### config.mk
export PLATFORM = sky130hd
export DESIGN_NAME = mult_arbiter
export DESIGN_NICKNAME = d
export VERILOG_FILES = /design/src/rtl/mult_arb_pkg.sv /design/src/rtl/mult_arbiter_rr_arbiter.sv /design/src/rtl/mult_arbiter.sv
export SDC_FILE = /design/constraint.sdc
export NUM_CORES = 1
export LEC_CHECK = 0
export ABC_AREA = 1
export ABC_CLOCK_PERIOD_IN_PS = 4900
export CAP_MARGIN = 10
export CORE_AREA = 2 2 308 310
export DETAILED_ROUTE_END_ITERATION = 16
export DIE_AREA = 0 0 310 312
export PLACE_DENSITY = 0.4
export SLEW_MARGIN = 25
export SYNTH_ARGS = -nofsm -noshare
export SYNTH_HDL_FRONTEND = slang
export SYNTH_SLANG_ARGS = --single-unit
export TNS_END_PERCENT = 100
### constraint.sdc
create_clock -name clock -period 4.9 [get_ports clock]
set_input_delay 0.735 -clock clock [delete_from_list [all_inputs] [get_ports clock]]
set_output_delay 0.735 -clock clock [all_outputs]
set_load 0.005 [all_outputs]
### src/rtl/mult_arb_pkg.sv
// Shared types for the multiplier arbiter: FSM states, operand type and id-width helper.
// Pure declarations, no timing or flow-control behaviour of its own.
package mult_arb_pkg;

  typedef enum logic [2:0] {
    IDLE,
    ISSUE,
    WAIT,
    ABORT,
    RESP
  } state_t;

  typedef logic [63:0] operand_t;

  // Width of a requester index; a single requester still needs one bit.
  function automatic int id_width(input int n);
    return (n > 1) ? $clog2(n) : 1;
  endfunction

endpackage

### src/rtl/mult_arbiter_rr_arbiter.sv
// Round-robin pick: first requester after last_id (wrapping), combinational, zero latency.
// No backpressure; any_valid is low when nobody requests and winner then holds last_id.
module rr_arbiter
  import mult_arb_pkg::*;
#(
  parameter int NUM_REQ = 4,
  parameter int ID_W    = id_width(NUM_REQ)
) (
  input  logic [NUM_REQ-1:0] req,
  input  logic [ID_W-1:0]    last_id,
  output logic [ID_W-1:0]    winner,
  output logic               any_valid
);

  logic [ID_W-1:0] idx;

  // Scan from last_id+1 round to last_id itself, so the last winner has lowest priority.
  always_comb begin
    winner    = last_id;
    any_valid = 1'b0;
    idx       = '0;
    for (int i = 1; i <= NUM_REQ; i++) begin
      idx = ID_W'((int'(last_id) + i) % NUM_REQ);
      if (!any_valid && req[idx]) begin
        winner    = idx;
        any_valid = 1'b1;
      end
    end
  end

endmodule

### src/rtl/mult_arbiter.sv
// Shares one start/done multiplier among NUM_REQ requesters; grant 1 cycle after request, response L+1 after grant.
// One op in flight: requesters hold req_valid until granted; a watchdog aborts ops whose done never arrives.
module mult_arbiter
  import mult_arb_pkg::*;
#(
  parameter int NUM_REQ = 4,
  parameter int TIMEOUT = 64
) (
  input  logic                     clock,
  input  logic                     reset_n,
  input  logic [NUM_REQ-1:0]       req_valid,
  input  logic [NUM_REQ-1:0][63:0] req_mcand,
  input  logic [NUM_REQ-1:0][63:0] req_mplier,
  output logic [NUM_REQ-1:0]       req_grant,
  output logic [NUM_REQ-1:0]       resp_done,
  output logic [63:0]              resp_product,
  output logic                     resp_err,
  output logic                     mult_reset,
  output logic                     mult_start,
  output logic [63:0]              mult_mcand,
  output logic [63:0]              mult_mplier,
  input  logic [63:0]              mult_product,
  input  logic                     mult_done
);

  localparam int ID_W = id_width(NUM_REQ);
  localparam int WD_W = $clog2(TIMEOUT + 1);

  state_t          state_q, state_d;
  logic [ID_W-1:0] id_q, last_id_q, winner;
  logic            any_valid;
  operand_t        mcand_q, mplier_q, prod_q;
  logic [WD_W-1:0] wdog_q;
  logic            wdog_exp;

  assign wdog_exp = (wdog_q == WD_W'(TIMEOUT - 1));

  rr_arbiter #(
    .NUM_REQ (NUM_REQ),
    .ID_W    (ID_W)
  ) u_rr (
    .req       (req_valid),
    .last_id   (last_id_q),
    .winner    (winner),
    .any_valid (any_valid)
  );

  always_ff @(posedge clock or negedge reset_n) begin
    if (!reset_n) begin
      state_q <= IDLE;
    end else begin
      state_q <= state_d;
    end
  end

  // A done arriving on the watchdog's last cycle still counts as a normal completion.
  always_comb begin
    state_d = state_q;
    case (state_q)
      IDLE:    if (any_valid) state_d = ISSUE;
      ISSUE:   state_d = WAIT;
      WAIT: begin
        if (mult_done)     state_d = RESP;
        else if (wdog_exp) state_d = ABORT;
      end
      RESP:    state_d = IDLE;
      ABORT:   state_d = IDLE;
      default: state_d = IDLE;
    endcase
  end

  // last_id starts at the top index so requester 0 wins first after reset.
  always_ff @(posedge clock or negedge reset_n) begin
    if (!reset_n) begin
      id_q      <= '0;
      last_id_q <= ID_W'(NUM_REQ - 1);
      mcand_q   <= '0;
      mplier_q  <= '0;
      prod_q    <= '0;
      wdog_q    <= '0;
    end else begin
      case (state_q)
        IDLE: begin
          if (any_valid) begin
            id_q     <= winner;
            mcand_q  <= req_mcand[winner];
            mplier_q <= req_mplier[winner];
          end
        end
        ISSUE: wdog_q <= '0;
        WAIT: begin
          if (mult_done) begin
            prod_q <= mult_product;
          end else if (!wdog_exp) begin
            wdog_q <= wdog_q + WD_W'(1);
          end
        end
        RESP, ABORT: last_id_q <= id_q;
        default: ;
      endcase
    end
  end

  // Outputs decode only registered state, so no req_* input reaches an output combinationally.
  always_comb begin
    req_grant    = '0;
    resp_done    = '0;
    resp_product = '0;
    resp_err     = 1'b0;
    mult_reset   = 1'b1;
    mult_start   = 1'b0;
    mult_mcand   = '0;
    mult_mplier  = '0;
    case (state_q)
      ISSUE: begin
        req_grant[id_q] = 1'b1;
        mult_reset      = 1'b0;
        mult_start      = 1'b1;
        mult_mcand      = mcand_q;
        mult_mplier     = mplier_q;
      end
      WAIT: begin
        mult_reset  = 1'b0;
        mult_mcand  = mcand_q;
        mult_mplier = mplier_q;
      end
      RESP: begin
        resp_done[id_q] = 1'b1;
        resp_product    = prod_q;
      end
      ABORT: begin
        resp_done[id_q] = 1'b1;
        resp_err        = 1'b1;
      end
      default: ;
    endcase
  end

endmodule

; ---- Word-level counts from Yosys, hierarchy flattened
; Index checks and enable logic that the tools add are counted.
[classes]
order_cmp = 7
div_mod_pow = 0
bitwise_logic = 0
mul = 0
n_reduce_logical = 15
n_shift = 0
eq_ne = 9
add_sub_neg = 5
mux = 37
[ops]
columns = cell, n
row1 = $mux 64, 5
row2 = $bmux 64 s2, 2
row3 = $lt 2x3->1 const B, 6
row4 = $mux 7, 2
row5 = $pmux 7 s2, 1
row6 = $mux 1, 12
row7 = $mux 3, 3
row8 = $pmux 3 s3, 1
row9 = $bmux 1 s2, 4
row10 = $mux 2, 4
row11 = $mux 4, 2
row12 = $add 7x1->7 const B, 1
row13 = $eq 7x6->1 const B, 1
row14 = $eq 3x2->1 const B, 2
row15 = $ne 2x2->1 const B, 3
row16 = $reduce_and 2->1, 3
row17 = $add 2x1->2 const B, 2
row18 = $add 2x2->2 const B, 2
row19 = $logic_and 1x1->1, 4
row20 = $reduce_or 2->1, 2
row21 = $eq 3x1->1 const B, 1
row22 = $eq 3x3->1 const B, 1
row23 = $logic_not 1->1, 3
row24 = $logic_not 3->1, 1
row25 = 5 further kinds, 5
[totals]
memories = 0
elab_cells = 80
regBits = 206
rom_bits = 0
out_inout_bits = 203
latchBits = 0
mem_bits_rw = 0

; ---- Depth between registers and ports, before layout
[depth]
word_depth = 15
ltp_mapped = 17
depth_no_buf = 15

; ---- By module
; From an unflattened synthesis, not the netlist that was laid out.
[hier_totals]
hier_cells = 2285
area_unflattened_um2 = 13837.0
[modules_own_cells]
columns = module, n_inst, cells_per_inst, area_each_um2, seq_area_each_um2
row1 = mult_arbiter, 1, 2239, 13605.5, 5157.4
row2 = rr_arbiter, 1, 46, 231.5, 0.0

; ---- Worst setup path before layout
; Ideal clock, no wire load.
[synth_path]
path_kind = register -> output
startpoint = reg state_q[2]
endpoint = out mult_mcand[16]
t_required_ns = 4.165
slack_ns = 2.689
n_path_buf = 2
stages_incl_launch_ff = 8
arrival_ns = 1.476
path_cell_list = dfrtp_1 nor3_1 inv_1 nand2_1 inv_1 clkbuf_1 buf_1 nor2_1
[synth_via]
elab_chain_cells = 3
elab_cells_between_ends = 4
[synth_lines]
columns = item, line
row1 = start: declaration, mult_arbiter.sv:29  ; state_t state_q, state_d;
row2 = start signal: assignment, mult_arbiter.sv:52  ; state_q <= state_d;
row3 = $eq 3x2->1 / $eq 3x1->1 (equally long branches), mult_arbiter.sv:114  ; case (state_q)
row4 = $reduce_or 2->1 (no source line) *, -
row5 = $mux 64 *, mult_arbiter.sv:114
row6 = end: declaration, mult_arbiter.sv:20  ; output logic [63:0] mult_mcand,
; Every way passes the cells marked *; elsewhere a longest branch is shown, timed or not.

; ---- Worst setup path after layout
[layout_path]
startpoint = reg state_q[2]
endpoint = out mult_mcand[26]
; Same word-level chain as after synthesis.

==> impl_metrics.py <==
metrics = {
    "clock_tree": {
        "cts_root_buf": "clkbuf_16",
        "cts_tree": "built",
        "cts_setup_buffers": 0,
        "ctsResizeCount": 0,
        "path_clk_slew_ps": 70,
        "ctsHoldBuffers": 0,
        "htreeDepth": 1,
        "cts_made_buffers": 31,
        "clk_path_buf_depth": 3,
        "clk_latency_ps": 610,
        "clock_sinks": 206,
    },
    "floorplan": {
        "die-area_sq_um": 96720,
        "die_y_um": 312,
        "ios": 786,
        "core_sq_um": 93050,
        "start_util_pct": 16.01,
        "core.rowCount": 112,
        "die_w_um": 310,
    },
    "routing": {
        "drt_wl_total_um": 86550,
        "firstDrtPassIters": 5,
        "vias": 18080,
        "ant_nets": 0,
        "wl_per_cell_um": 19.13,
        "drc": 0,
        "viasPerCell": 3.995,
        "drt_iter0_drc": 1016,
    },
    "timing": {
        "fin_worst_skew_ps": 19.21,
        "finalHoldViolCount": 0,
        "setup_ws_ps": 1043,
        "drv_slew": 0,
        "slew_headroom_pct": 46.75,
        "finalSetupTns_ps": 0,
        "setup_viol": 0,
        "layout_min_cycle_time_ps": 3857,
        "hold_slack_ps": 134.5,
        "fmax_ghz": 0.2593,
        "worst_pin_slew_ps": 798.7,
        "fin_crit_sh_pct": 78.71,
        "rsz0062_at_grt": "false",
    },
    "placed_design": {
        "dp_slack_ps": 1439,
        "place_area_sq_um": 24000,
        "io_buffers": 785,
        "dp.cells": 4458,
        "routabilityCongestion": 0.8107,
        "post-dp-hpwl_um": 63740,
    },
    "finish": {
        "final_common_cell": "nand2_1",
        "final_cell_mix": "nand2_1 (1,108), clkdlybuf4s50_1 (784), nand3_1 (394)",
        "final_core_util_pct": 26.96,
        "final_nets": 3821,
        "final_cells": 4525,
        "layout-drive-gt1-share_pct": 3.556,
        "syn_to_final_growth_pct": 68.35,
        "final_area_sq_um": 25090,
    },
    "critical_path": {
        "path_cells": "nor3_1 -> inv_1 -> nand2_1 -> inv_4 -> buf_12 -> nor2_1 -> clkdlybuf4s50_1",
        "cp_slowest_stage_delay_ps": 550,
        "r2r_start": "last_id_q[0]",
        "crit_type": "register to output port",
        "worstPathRequired_ps": 4160,
        "path_max_fanout": 60,
        "worst_setup_path_start_kind": "register",
        "critPathArrivalTime_ps": 3120,
        "reg2reg_to": "mcand_q[29]",
        "end_kind": "output port",
        "ff2ff_path_depth": 15,
        "slowest_stage": "clkdlybuf4s50_1",
        "r2r_setup_slack_ps": 1810,
    },
    "global_route": {
        "grtUsageTotal_pct": 17.18,
        "grt_start_max_net_pins": 112,
        "antenna_found_initial": 20,
        "grt_first_pass_wirelength_um": 124700,
        "grt_overflow": 0,
        "first_global_vias": 18350,
    },
    "pwr": {
        "power_density_nw_per_um2": 694.4,
        "p_leak_nw": 12.43,
        "power.total_mw": 17.42,
        "max-vdd-ir-drop_uv": 604.1,
    },
    "synth": {
        "syn-num-nets": 3139,
        "yosysWarnings": 0,
        "postSynthAreaPerCell_sq_um": 5.832,
        "netlist_area_sq_um": 14900,
        "synth-seq-cells": 206,
        "synth_cells": 2555,
        "yosysSeqAreaShare_pct": 34.61,
        "ys_types": 28,
    },
    "worst_hold_path": {
        "hold_path.class": "primary input to async pin",
    },
    "job": {
        "timing.max_cap.violations": 0,
    },
    "outcome": {
        "status": "completed",
    },
}
## synthesized netlist by cell type (all sizes together)
cell / n / area share [%]
and3: 1 / 0.042
ha: 1 / 0.084
nand4: 1 / 0.042
dfstp: 2 / 0.35
a22o: 1 / 0.059
o22ai: 3 / 0.13
clkbuf: 43 / 1.1
nor2: 203 / 5.2
buf: 129 / 4.7
a21oi: 2 / 0.067
nand3: 398 / 13
inv: 363 / 9.2
xor2: 3 / 0.18
dfrtp: 204 / 34
xnor2: 1 / 0.059
a22oi: 1 / 0.050
o21ai: 72 / 2.4
nor3: 8 / 0.27
nand2: 1119 / 28
## cells by family after synthesis
logic type	count (synthesis)	synth area share, %
AOI/OAI and AO/OA	79	2.720
xor gates and xnor gates	4	0.2351
adders and majority gates	1	0.08395
buffers and inverters	535	14.98
DFF	206	34.61
and+or+nand+nor	1730	47.37
## critical path, delay by kind of cell, from the launching register on
family | cells | cell delay, ps
buf+inv | 4 | 1240
simple gates | 3 | 740
flops | 1 | 420
## power breakdown
group / internal (mW) / total [mW] / switching [mW]
combinational: 4.17 / 12.1 / 7.90
sequential: 2.58 / 2.98 / 0.397
clock: 1.40 / 2.37 / 0.962
total: 8.16 / 17.4 / 9.26
## final cells by class
| cell class | count | area (sq um) |
|---|---|---|
| sequential | 206 | 5157 |
| clock buffer | 44 | 914.6 |
| tap | 1254 | 1569 |
| clock inverter | 14 | 147.6 |
| multi-input combinational | 1814 | 7582 |
| fill | 10730 | 67960 |
| antenna | 9 | 22.52 |
| inverter | 363 | 1373 |
| timing repair buffer | 821 | 8320 |
## metal layers
metal | global-route usage, % | share of wire, % | vias to the layer above
met5 | 0 | 0.18 | -
met1 | 20.64 | 41 | 8373
met3 | 4.631 | 7.2 | 112
li1 | - | - | 9051
met4 | 4.941 | 3.0 | 22
met2 | 29.80 | 48 | 521
## worst max path at each step
stage                             from         endpoint  slack, ps
final                       state_q[2]   mult_mcand[26]       1040
after global routing        state_q[0]   mult_mplier[2]        790
after CTS                   state_q[2]  mult_mplier[24]        870
after detailed placement  req_valid[0]     mplier_q[11]       1440
after global placement    req_valid[0]      mplier_q[0]       1420
after floorplan             state_q[2]   mult_mcand[16]       2690
## sequential cells by signal, indices dropped and copies added (netlist names)
| name | cells |
|---|---|
| id_q | 2 |
| last_id_q | 2 |
| mcand_q | 64 |
| mplier_q | 64 |
| prod_q | 64 |
| state_q | 3 |
| wdog_q | 7 |
Note: power is estimated with default switching activity, not from simulation.
